`src/rtl/regfile_access_ctrl_if.sv`:
```
// Bundle of every handshake and bus signal around the regfile access controller.
// master: the controller itself (takes requests upstream, initiates regfile reads/writes).
// slave:  the environment around it (decode/execute, writeback and the regfile).
interface regfile_access_ctrl_if #(
  parameter int XLEN = 32,
  parameter int AW   = 5
);
  logic            req_valid;
  logic            req_ready;
  logic [AW-1:0]   req_rs1;
  logic [AW-1:0]   req_rs2;
  logic            req_use_rs1;
  logic            req_use_rs2;

  logic            op_valid;
  logic            op_ready;
  logic [XLEN-1:0] op_a;
  logic [XLEN-1:0] op_b;

  logic            wb_valid;
  logic            wb_ready;
  logic [AW-1:0]   wb_rd;
  logic [XLEN-1:0] wb_data;

  logic [AW-1:0]   rd_addr_a;
  logic [AW-1:0]   rd_addr_b;
  logic            rd_addr_a_valid;
  logic            rd_addr_b_valid;
  logic [XLEN-1:0] rd_data_a;
  logic [XLEN-1:0] rd_data_b;
  logic            rd_data_a_ack;
  logic            rd_data_b_ack;

  logic [AW-1:0]   wr_addr;
  logic [XLEN-1:0] wr_data;
  logic            wr_data_valid;
  logic            wr_ack;

  modport master (
    input  req_valid, req_rs1, req_rs2, req_use_rs1, req_use_rs2,
    output req_ready,
    output op_valid, op_a, op_b,
    input  op_ready,
    input  wb_valid, wb_rd, wb_data,
    output wb_ready,
    output rd_addr_a, rd_addr_b, rd_addr_a_valid, rd_addr_b_valid,
    input  rd_data_a, rd_data_b, rd_data_a_ack, rd_data_b_ack,
    output wr_addr, wr_data, wr_data_valid,
    input  wr_ack
  );

  modport slave (
    output req_valid, req_rs1, req_rs2, req_use_rs1, req_use_rs2,
    input  req_ready,
    input  op_valid, op_a, op_b,
    output op_ready,
    output wb_valid, wb_rd, wb_data,
    input  wb_ready,
    input  rd_addr_a, rd_addr_b, rd_addr_a_valid, rd_addr_b_valid,
    output rd_data_a, rd_data_b, rd_data_a_ack, rd_data_b_ack,
    input  wr_addr, wr_data, wr_data_valid,
    output wr_ack
  );
endinterface

```
`src/rtl/regfile_access_ctrl.sv`:
```
// regfile_access_ctrl: initiator side of the regfile valid/ack protocol.
// Read side fetches rs1/rs2 operands, write side performs writebacks (x0 discarded),
// and reads that touch a register with a write in flight are held off (RAW).
// Optional feature: define REGFILE_CTRL_TIMEOUT_EN to add a sticky ack watchdog.
module regfile_access_ctrl #(
  parameter int XLEN           = 32,
  parameter int AW             = 5,
  parameter int TIMEOUT_CYCLES = 16
) (
  input  logic                  clk,
  input  logic                  reset,
  regfile_access_ctrl_if.master bus,
  output logic                  err_timeout_o
);

  typedef enum logic [1:0] {R_IDLE, R_ISSUE, R_DRAIN} rd_state_e;
  typedef enum logic [1:0] {W_IDLE, W_REQ, W_DRAIN} wr_state_e;

  rd_state_e       r_state_q;
  wr_state_e       w_state_q;

  logic [AW-1:0]   rs1_q, rs2_q;
  logic            need_a_q, need_b_q;
  logic            got_a_q, got_b_q;
  logic            rd_valid_a_q, rd_valid_b_q;
  logic            op_valid_q;
  logic [XLEN-1:0] op_a_q, op_b_q;

  logic [AW-1:0]   wr_addr_q;
  logic [XLEN-1:0] wr_data_q;
  logic            wr_valid_q;

  logic need_a_now, need_b_now, wb_fire, wr_busy, hazard, req_fire;
  logic cap_a, cap_b, all_done, drain_done;
  logic r_tmo, w_tmo;

  // A source only costs a regfile access when it is used and is not x0.
  assign need_a_now = bus.req_use_rs1 && (bus.req_rs1 != '0);
  assign need_b_now = bus.req_use_rs2 && (bus.req_rs2 != '0);
  assign wb_fire    = bus.wb_valid && (w_state_q == W_IDLE);
  assign wr_busy    = (w_state_q != W_IDLE);

  // RAW: a needed source matches the write being performed or the one accepted this cycle.
  assign hazard =
    (need_a_now && ((wr_busy && bus.req_rs1 == wr_addr_q) || (wb_fire && bus.wb_rd == bus.req_rs1))) ||
    (need_b_now && ((wr_busy && bus.req_rs2 == wr_addr_q) || (wb_fire && bus.wb_rd == bus.req_rs2)));

  assign bus.req_ready = (r_state_q == R_IDLE) && !op_valid_q && !hazard;
  assign req_fire      = bus.req_valid && bus.req_ready;

  // An operand is captured on the cycle its ack arrives while its valid is still up.
  assign cap_a      = (r_state_q == R_ISSUE) && rd_valid_a_q && bus.rd_data_a_ack;
  assign cap_b      = (r_state_q == R_ISSUE) && rd_valid_b_q && bus.rd_data_b_ack;
  assign all_done   = (!need_a_q || got_a_q || cap_a) && (!need_b_q || got_b_q || cap_b);
  assign drain_done = !bus.rd_data_a_ack && !bus.rd_data_b_ack;

  assign bus.op_valid        = op_valid_q;
  assign bus.op_a            = op_a_q;
  assign bus.op_b            = op_b_q;
  assign bus.rd_addr_a       = rs1_q;
  assign bus.rd_addr_b       = rs2_q;
  assign bus.rd_addr_a_valid = rd_valid_a_q;
  assign bus.rd_addr_b_valid = rd_valid_b_q;
  assign bus.wb_ready        = (w_state_q == W_IDLE);
  assign bus.wr_addr         = wr_addr_q;
  assign bus.wr_data         = wr_data_q;
  assign bus.wr_data_valid   = wr_valid_q;

  // Read FSM: accept a request, issue the needed reads, collect operands, then wait for acks to clear.
  always_ff @(posedge clk) begin
    if (reset) begin
      r_state_q    <= R_IDLE;
      rs1_q        <= '0;
      rs2_q        <= '0;
      need_a_q     <= 1'b0;
      need_b_q     <= 1'b0;
      got_a_q      <= 1'b0;
      got_b_q      <= 1'b0;
      rd_valid_a_q <= 1'b0;
      rd_valid_b_q <= 1'b0;
      op_valid_q   <= 1'b0;
      op_a_q       <= '0;
      op_b_q       <= '0;
    end else begin
      if (op_valid_q && bus.op_ready) begin
        op_valid_q <= 1'b0;
      end
      case (r_state_q)
        R_IDLE: begin
          if (req_fire) begin
            rs1_q    <= bus.req_rs1;
            rs2_q    <= bus.req_rs2;
            need_a_q <= need_a_now;
            need_b_q <= need_b_now;
            got_a_q  <= 1'b0;
            got_b_q  <= 1'b0;
            op_a_q   <= '0;
            op_b_q   <= '0;
            if (!need_a_now && !need_b_now) begin
              op_valid_q <= 1'b1;
            end else begin
              rd_valid_a_q <= need_a_now;
              rd_valid_b_q <= need_b_now;
              r_state_q    <= R_ISSUE;
            end
          end
        end
        R_ISSUE: begin
          if (cap_a) begin
            op_a_q       <= bus.rd_data_a;
            got_a_q      <= 1'b1;
            rd_valid_a_q <= 1'b0;
          end
          if (cap_b) begin
            op_b_q       <= bus.rd_data_b;
            got_b_q      <= 1'b1;
            rd_valid_b_q <= 1'b0;
          end
          if (all_done) begin
            op_valid_q <= 1'b1;
            r_state_q  <= R_DRAIN;
          end else if (r_tmo) begin
            op_valid_q   <= 1'b1;
            rd_valid_a_q <= 1'b0;
            rd_valid_b_q <= 1'b0;
            r_state_q    <= R_IDLE;
          end
        end
        R_DRAIN: begin
          if (drain_done || r_tmo) begin
            r_state_q <= R_IDLE;
          end
        end
        default: r_state_q <= R_IDLE;
      endcase
    end
  end

  // Write FSM: latch one writeback, hold the write request until acked, then wait for the ack to clear.
  always_ff @(posedge clk) begin
    if (reset) begin
      w_state_q  <= W_IDLE;
      wr_addr_q  <= '0;
      wr_data_q  <= '0;
      wr_valid_q <= 1'b0;
    end else begin
      case (w_state_q)
        W_IDLE: begin
          if (wb_fire && bus.wb_rd != '0) begin
            wr_addr_q  <= bus.wb_rd;
            wr_data_q  <= bus.wb_data;
            wr_valid_q <= 1'b1;
            w_state_q  <= W_REQ;
          end
        end
        W_REQ: begin
          if (bus.wr_ack) begin
            wr_valid_q <= 1'b0;
            w_state_q  <= W_DRAIN;
          end else if (w_tmo) begin
            wr_valid_q <= 1'b0;
            w_state_q  <= W_IDLE;
          end
        end
        W_DRAIN: begin
          if (!bus.wr_ack || w_tmo) begin
            w_state_q <= W_IDLE;
          end
        end
        default: w_state_q <= W_IDLE;
      endcase
    end
  end

`ifdef REGFILE_CTRL_TIMEOUT_EN
  localparam int CW = $clog2(TIMEOUT_CYCLES + 1);

  logic [CW-1:0] r_cnt_q, r_cnt_d, w_cnt_q, w_cnt_d;
  logic          r_leave, w_leave, err_q;

  assign r_leave = ((r_state_q == R_ISSUE) && all_done) || ((r_state_q == R_DRAIN) && drain_done);
  assign w_leave = ((w_state_q == W_REQ) && bus.wr_ack) || ((w_state_q == W_DRAIN) && !bus.wr_ack);
  assign r_tmo   = (r_state_q != R_IDLE) && (r_cnt_q == CW'(TIMEOUT_CYCLES - 1));
  assign w_tmo   = (w_state_q != W_IDLE) && (w_cnt_q == CW'(TIMEOUT_CYCLES - 1));

  // Watchdog counters count cycles spent in the current waiting state and restart on every state change.
  always_comb begin
    r_cnt_d = r_cnt_q + 1'b1;
    w_cnt_d = w_cnt_q + 1'b1;
    if ((r_state_q == R_IDLE) || r_leave || r_tmo) r_cnt_d = '0;
    if ((w_state_q == W_IDLE) || w_leave || w_tmo) w_cnt_d = '0;
  end

  // Counter registers plus the sticky error flag, which only reset clears.
  always_ff @(posedge clk) begin
    if (reset) begin
      r_cnt_q <= '0;
      w_cnt_q <= '0;
      err_q   <= 1'b0;
    end else begin
      r_cnt_q <= r_cnt_d;
      w_cnt_q <= w_cnt_d;
      if (r_tmo || w_tmo) err_q <= 1'b1;
    end
  end

  assign err_timeout_o = err_q;
`else
  // Without the watchdog the FSMs wait on acks forever and the error output is tied off;
  // the AND with the parameter test is always 0 and just keeps the parameter referenced.
  assign r_tmo         = 1'b0;
  assign w_tmo         = 1'b0;
  assign err_timeout_o = 1'b0 & (TIMEOUT_CYCLES > 0);
`endif

endmodule

```
`src/flat_wrapper.sv`:
```
// flat-port wrapper written by rule: the top's interface ports become plain ports
module regfile_access_ctrl_flat 
#(
  parameter int XLEN           = 32,
  parameter int AW             = 5,
  parameter int TIMEOUT_CYCLES = 16
)
  (clk, reset, err_timeout_o, bus_req_valid, bus_req_rs1, bus_req_rs2, bus_req_use_rs1, bus_req_use_rs2, bus_req_ready, bus_op_valid, bus_op_a, bus_op_b, bus_op_ready, bus_wb_valid, bus_wb_rd, bus_wb_data, bus_wb_ready, bus_rd_addr_a, bus_rd_addr_b, bus_rd_addr_a_valid, bus_rd_addr_b_valid, bus_rd_data_a, bus_rd_data_b, bus_rd_data_a_ack, bus_rd_data_b_ack, bus_wr_addr, bus_wr_data, bus_wr_data_valid, bus_wr_ack);
  regfile_access_ctrl_if #(.XLEN(XLEN), .AW(AW)) bus_i ();
  input  logic clk;
  input  logic reset;
  output logic err_timeout_o;
  input wire logic [$bits(bus_i.req_valid)-1:0] bus_req_valid;
  input wire logic [$bits(bus_i.req_rs1)-1:0] bus_req_rs1;
  input wire logic [$bits(bus_i.req_rs2)-1:0] bus_req_rs2;
  input wire logic [$bits(bus_i.req_use_rs1)-1:0] bus_req_use_rs1;
  input wire logic [$bits(bus_i.req_use_rs2)-1:0] bus_req_use_rs2;
  output wire logic [$bits(bus_i.req_ready)-1:0] bus_req_ready;
  output wire logic [$bits(bus_i.op_valid)-1:0] bus_op_valid;
  output wire logic [$bits(bus_i.op_a)-1:0] bus_op_a;
  output wire logic [$bits(bus_i.op_b)-1:0] bus_op_b;
  input wire logic [$bits(bus_i.op_ready)-1:0] bus_op_ready;
  input wire logic [$bits(bus_i.wb_valid)-1:0] bus_wb_valid;
  input wire logic [$bits(bus_i.wb_rd)-1:0] bus_wb_rd;
  input wire logic [$bits(bus_i.wb_data)-1:0] bus_wb_data;
  output wire logic [$bits(bus_i.wb_ready)-1:0] bus_wb_ready;
  output wire logic [$bits(bus_i.rd_addr_a)-1:0] bus_rd_addr_a;
  output wire logic [$bits(bus_i.rd_addr_b)-1:0] bus_rd_addr_b;
  output wire logic [$bits(bus_i.rd_addr_a_valid)-1:0] bus_rd_addr_a_valid;
  output wire logic [$bits(bus_i.rd_addr_b_valid)-1:0] bus_rd_addr_b_valid;
  input wire logic [$bits(bus_i.rd_data_a)-1:0] bus_rd_data_a;
  input wire logic [$bits(bus_i.rd_data_b)-1:0] bus_rd_data_b;
  input wire logic [$bits(bus_i.rd_data_a_ack)-1:0] bus_rd_data_a_ack;
  input wire logic [$bits(bus_i.rd_data_b_ack)-1:0] bus_rd_data_b_ack;
  output wire logic [$bits(bus_i.wr_addr)-1:0] bus_wr_addr;
  output wire logic [$bits(bus_i.wr_data)-1:0] bus_wr_data;
  output wire logic [$bits(bus_i.wr_data_valid)-1:0] bus_wr_data_valid;
  input wire logic [$bits(bus_i.wr_ack)-1:0] bus_wr_ack;
  assign bus_i.req_valid = bus_req_valid;
  assign bus_i.req_rs1 = bus_req_rs1;
  assign bus_i.req_rs2 = bus_req_rs2;
  assign bus_i.req_use_rs1 = bus_req_use_rs1;
  assign bus_i.req_use_rs2 = bus_req_use_rs2;
  assign bus_req_ready = bus_i.req_ready;
  assign bus_op_valid = bus_i.op_valid;
  assign bus_op_a = bus_i.op_a;
  assign bus_op_b = bus_i.op_b;
  assign bus_i.op_ready = bus_op_ready;
  assign bus_i.wb_valid = bus_wb_valid;
  assign bus_i.wb_rd = bus_wb_rd;
  assign bus_i.wb_data = bus_wb_data;
  assign bus_wb_ready = bus_i.wb_ready;
  assign bus_rd_addr_a = bus_i.rd_addr_a;
  assign bus_rd_addr_b = bus_i.rd_addr_b;
  assign bus_rd_addr_a_valid = bus_i.rd_addr_a_valid;
  assign bus_rd_addr_b_valid = bus_i.rd_addr_b_valid;
  assign bus_i.rd_data_a = bus_rd_data_a;
  assign bus_i.rd_data_b = bus_rd_data_b;
  assign bus_i.rd_data_a_ack = bus_rd_data_a_ack;
  assign bus_i.rd_data_b_ack = bus_rd_data_b_ack;
  assign bus_wr_addr = bus_i.wr_addr;
  assign bus_wr_data = bus_i.wr_data;
  assign bus_wr_data_valid = bus_i.wr_data_valid;
  assign bus_i.wr_ack = bus_wr_ack;
  regfile_access_ctrl #(.XLEN(XLEN), .AW(AW), .TIMEOUT_CYCLES(TIMEOUT_CYCLES)) u_core (.clk(clk), .reset(reset), .bus(bus_i), .err_timeout_o(err_timeout_o));
endmodule
```
`config.mk`:
```
export PLATFORM = sky130hd
export DESIGN_NAME = regfile_access_ctrl_flat
export DESIGN_NICKNAME = d
export VERILOG_FILES = /design/src/rtl/regfile_access_ctrl_if.sv /design/src/rtl/regfile_access_ctrl.sv /design/src/flat_wrapper.sv
export SDC_FILE = /design/constraint.sdc
export NUM_CORES = 1
export LEC_CHECK = 0
export BUFFER_PORTS_ARGS = -buffer_cell sky130_fd_sc_hd__buf_2
export CELL_PAD_IN_SITES_DETAIL_PLACEMENT = 1
export CELL_PAD_IN_SITES_GLOBAL_PLACEMENT = 1
export CORE_MARGIN = 2
export CORE_UTILIZATION = 34
export CTS_CLUSTER_DIAMETER = 100
export CTS_CLUSTER_SIZE = 28
export DETAILED_ROUTE_END_ITERATION = 6
export PLACE_DENSITY = 0.86
export SYNTH_ARGS = -nofsm -noshare
export SYNTH_HDL_FRONTEND = slang
export SYNTH_SLANG_ARGS = --single-unit
export TNS_END_PERCENT = 5
```
`constraint.sdc`:
```
create_clock -name clk -period 4.01 [get_ports clk]
set_input_delay 0.6015 -clock clk [delete_from_list [all_inputs] [get_ports clk]]
set_output_delay 0.6015 -clock clk [all_outputs]
set_load 0.005 [all_outputs]
```
# Word level (Yosys, flattened, before mapping)
# Index checks and enable logic that the tools add are counted.
word_totals:
  wordCells: 121
  output_inout_bits: 118
  input_bits: 121
  register_bits: 123
op_classes:
  muxes: 35
  reduce_logical: 53
  n_eq_ne: 17
ops:
  columns: ["cell", "n"]
  rows:
  - ["32-bit one-hot mux with 2 select lines", 2]
  - ["32-bit 2-to-1 mux", 3]
  - ["1-bit logical AND", 21]
  - ["5-bit == test", 4]
  - ["1-bit 2-to-1 mux", 15]
  - ["5-bit nonzero test", 3]
  - ["2-bit 2-to-1 mux", 7]
  - ["2-bit by 1-bit != test with 1-bit output, second input constant", 6]
  - ["1-bit one-hot mux with 2 select lines", 6]
  - ["2-bit one-hot mux with 3 select lines", 2]
  - ["3-bit AND reduction", 4]
  - ["4-bit AND reduction", 3]
  - ["1-bit zero test", 8]
  - ["1-bit logical OR", 7]
  - ["2-bit != test, second input constant", 3]
  - ["2-bit nonzero test", 3]
  - ["2-bit by 1-bit == test with 1-bit output, second input constant", 2]
  - ["2-bit == test, second input constant", 2]
  - ["2-bit zero test", 2]
  - ["2-bit AND reduction", 2]

# Longest topological paths before layout
depth:
  depth_word: 11
  ltp_mapped: 9
  mapped_depth_nobuf: 7

# Least setup slack after synthesis
# No wires, ideal clock.
synth_path:
  kind: "in2out"
  startpoint: "input port bus_req_rs2[0]"
  endpoint: "output port bus_req_ready"
  t_required_ps: 3408
  setup_slack_ps: 1734
  arrival_ps: 1675
  n_path_buf: 0
  path_stages: 4
  path_cell_list: "or4_1 > o21ai_2 > o22ai_1 > nor4_1"
synth_via:
  elab_chain_cells: 7
  word_cells_on_any_way: 11
  classes_between: "eq/ne (2); reduce/logical (9)"
synth_lines:
  columns: ["element", "line_no", "text"]
  rows:
  - ["start, declared", "flat_wrapper.sv:15", "input wire logic [$bits(bus_i.req_rs2)-1:0] bus_req_rs2;"]
  - ["5-bit == test", "regfile_access_ctrl.sv:46", "(need_b_now && ((wr_busy && bus.req_rs2 == wr_addr_q) || (wb_fire && bus.wb_rd == bus.req_rs2)));"]
  - ["1-bit logical AND", "regfile_access_ctrl.sv:46", null]
  - ["1-bit logical OR", "regfile_access_ctrl.sv:46", null]
  - ["1-bit logical AND (*)", "regfile_access_ctrl.sv:46", null]
  - ["1-bit logical OR (*)", "regfile_access_ctrl.sv:45", "(need_a_now && ((wr_busy && bus.req_rs1 == wr_addr_q) || (wb_fire && bus.wb_rd == bus.req_rs1))) ||"]
  - ["1-bit zero test (*)", "regfile_access_ctrl.sv:48", "assign bus.req_ready = (r_state_q == R_IDLE) && !op_valid_q && !hazard;"]
  - ["1-bit logical AND (*)", "regfile_access_ctrl.sv:48", null]
  - ["end, declared", "flat_wrapper.sv:18", "output wire logic [$bits(bus_i.req_ready)-1:0] bus_req_ready;"]
# Mark *: on every way between the ends. The rest lies on a longest branch, timed or not.

# Final worst setup path
layout_path:
  startpoint: "input port bus_req_rs1[0]"
  endpoint: "output port bus_req_ready"
layout_via:
  elab_chain_cells: 7
  word_cells_on_any_way: 11
  classes_between: "eq/ne (2); reduce/logical (9)"
layout_lines:
  columns: ["element", "line_no", "text"]
  rows:
  - ["start, declared", "flat_wrapper.sv:14", "input wire logic [$bits(bus_i.req_rs1)-1:0] bus_req_rs1;"]
  - ["5-bit == test", "regfile_access_ctrl.sv:45", null]
  - ["1-bit logical AND", "regfile_access_ctrl.sv:45", null]
  - ["1-bit logical OR", "regfile_access_ctrl.sv:45", null]
  - ["1-bit logical AND (*)", "regfile_access_ctrl.sv:45", null]
  - ["1-bit logical OR (*)", "regfile_access_ctrl.sv:45", null]
  - ["1-bit zero test (*)", "regfile_access_ctrl.sv:48", null]
  - ["1-bit logical AND (*)", "regfile_access_ctrl.sv:48", null]
# Marked as above.

==> impl_metrics.json <==
{
  "core_region_area_sq_mm": 0.01372,
  "cts_resized": 0,
  "routabilityCongestion": 0.7880,
  "crit_arrival_ns": 2.12,
  "grt_pass1_wl_um": 24730,
  "crit_type": "in2out",
  "grt_util_all_layers_pct": 21.08,
  "async_reset_ff_share_pct": 0,
  "total_power_mw": 3.262,
  "r2r-start": "u_core.w_state_q[1]",
  "ios": 239,
  "totalNegativeSetupSlack_ns": 0,
  "numCtsBuffers": 17,
  "dieArea_sq_mm": 0.01490,
  "ant_nets": 0,
  "layout.cells.non_filler": 989,
  "drt_pass1_iterations": 4,
  "synth-seq-cells": 123,
  "die_h_um": 122.1,
  "setup_viol": 0,
  "antenna_found_initial": 0,
  "synth_edf_count": 0,
  "slew_viol_final": 0,
  "clk_latency_ns": 0.41,
  "clock_sinks": 123,
  "insertedDiodeCount": 0,
  "initial_core_util_pct": 34.54,
  "vias": 4859,
  "fp.dieW_um": 122.1,
  "cp-start-kind": "primary input",
  "clk_pin_slew_ns": 0.06,
  "via_per_inst": 4.913,
  "synthesis.area_sq_mm": 0.004738,
  "fmax_mhz": 367.9,
  "finalCriticalPeriod_ns": 2.718,
  "hold_class": "in2reg",
  "syn_to_final_growth_pct": 40.35,
  "pwr_density_cell_mw_per_mm2": 490.5,
  "reg2reg_depth": 7,
  "drive_gt1_share_pct": 35.11,
  "final_nets": 917,
  "cp.required_ns": 3.41,
  "outcome": "complete, no violations",
  "cap_violations": 0,
  "startpoint": "bus_req_rs1[0]",
  "reg2reg_slack_ns": 1.42,
  "rows": 43,
  "synth_flop_cell": "dfxtp_1",
  "grt_max_degree": 58,
  "syn_area_per_cell_sq_um": 8.226,
  "synth_cells": 576,
  "crit_path_end": "bus_req_ready",
  "fillers": 1727,
  "hold_viol": 0,
  "synth_nets": 697,
  "drcViolationCount": 0,
  "cts_hold_buf": 0,
  "avgRoutedWirePerCell_um": 15.96,
  "slew_headroom_pct": 58.61,
  "yosys.area.top_type": "dfxtp_1",
  "vdd_drop_max_mv": 0.2534,
  "ys_seq_area_share_pct": 51.97,
  "rr_endpoint": "u_core.bus.op_a[27]",
  "grt_overflow": 0,
  "yosys-top-cells-area": "dfxtp_1, a21oi_1, nand2_1",
  "cts_setup_buffers": 0,
  "dp.cells": 957,
  "critPathCaptureType": "primary output",
  "finalCritPeriodShare_pct": 67.78,
  "synth_top_cell_area_share_pct": 51.97,
  "hpwlAfterDp_um": 10970,
  "grt_pass1_vias": 4939,
  "drt_iter0_markers": 239,
  "portBuffers": 237,
  "wl_um": 15780,
  "worst_slew_pin_slew_ns": 0.6209,
  "htree_levels": 4,
  "power_leakage_nw": 3.017,
  "rsz0062_at_grt": "no",
  "synth_cell_type_count": 36,
  "cts_tree": "yes",
  "clockRootBuffer": "clkbuf_16",
  "yosys_warnings": 0,
  "clock_path_buffers": 2,
  "skew_ns": 0.01001,
  "critPathMaxFanout": 5
}
cell usage after synthesis (2+ instances only):
cell type and n:
nand4_1 2, dfxtp_1 123, a22oi_1 3, buf_2 9, nor2_1 19, and4_1 2, clkbuf_1 33, mux2i_1 10
inv_1 3, a31oi_1 3, buf_6 3, nand3_1 66, o21ai_2 2, nor3_1 4, xnor2_1 10, xor2_1 11
or4_1 3, nand2_1 138, a21oi_1 106, and3_1 3, nor2b_1 2, a31o_1 2, a211o_1 2, nor4_1 4
o22ai_1 2
cells in the final DEF (no fill, tap or decap), types with 10 or more instances in the layout:
master	instances
a21oi_1	106
nor2_1	18
nand3_1	66
nand2_1	138
xnor2_1	10
xor2_1	11
buf_4	11
clkbuf_16	17
buf_2	236
mux2i_1	10
dfxtp_1	123
metrics by stage:
stage | hold WS, ns | worst slack [ns] | utilization, % | cell area, sq um
3_5_place_dp | 0.4451 | 1.209 | 43.99 | 6035
2_1_floorplan | 0.4414 | 1.734 | - | 4738
4_1_cts | 0.4102 | 1.287 | 48.47 | 6650
6_report | 0.4292 | 1.292 | 48.47 | 6650
3_3_place_gp | 0.4397 | 1.309 | 43.99 | 6035
5_1_grt | 0.4201 | 1.208 | 48.47 | 6650
layer usage:
metal | vias to the layer above | part of all wire (%) | global-route usage (%)
met5 | - | 0 | 0
met4 | 0 | 2.6 | 9.842
met3 | 29 | 4.9 | 4.682
met2 | 141 | 51 | 36.52
met1 | 2295 | 42 | 24.71
li1 | 2394 | - | -
flip-flops by register name, indices dropped and copies added (netlist names), 2 cells and up:
signal,cells
u_core.bus.wr_data,32
u_core.bus.rd_addr_a,5
u_core.r_state_q,2
u_core.bus.op_a,32
u_core.bus.wr_addr,5
u_core.bus.rd_addr_b,5
u_core.w_state_q,2
u_core.bus.op_b,32
logic make-up (layout without fill, tap and decap cells):
family	after synthesis	after routing	share of synthesized area, %
XOR/XNOR	21	21	3.882
multiplexers	10	10	2.113
buffers and inverters	49	282	4.674
AO/OA/AOI/OAI	123	123	14.21
other	1	1	0.07914
AND/OR/NAND/NOR	249	249	23.08
flip-flops	123	123	51.97
where the power goes:
part / total (mW) / internal (mW) / switching (mW)
combinational: 0.373 / 0.153 / 0.221
sequential: 1.31 / 1.28 / 0.0362
clock: 1.58 / 1.06 / 0.520
total: 3.26 / 2.48 / 0.777
worst min path at each step:
stage,startpoint,end,slack [ns],cells past startpoint
floorplan,u_core.need_a_q,u_core.need_a_q,0.44,1
global placement,u_core.bus.wr_data[7],u_core.bus.wr_data[7],0.44,2
detailed placement,u_core.bus.wr_data[24],u_core.bus.wr_data[24],0.45,2
CTS,bus_rd_data_b[0],u_core.bus.op_b[0],0.41,3
global route,bus_wb_data[21],u_core.bus.wr_data[21],0.42,3
finish,bus_wb_data[17],u_core.bus.wr_data[17],0.43,3
cell type report:
cell class | count | area (sq um) | area share, %
Clock buffer | 25 | 505.5 | 7.601
Clock inverter | 7 | 110.1 | 1.656
Inverter | 3 | 11.26 | 0.1693
Multi-Input combinational cell | 404 | 2072 | 31.16
Sequential cell | 123 | 2462 | 37.03
Tap cell | 180 | 225.2 | 3.387
Timing Repair Buffer | 247 | 1264 | 19.00
worst max-delay path, stage by stage:
cell,delay [ns]
buf_2,0.14
or4_1,0.58
o21ai_2,0.29
o22ai_1,0.14
nor4_1,0.18
buf_2,0.18
No activity file was read; power rests on OpenSTA's default activity.
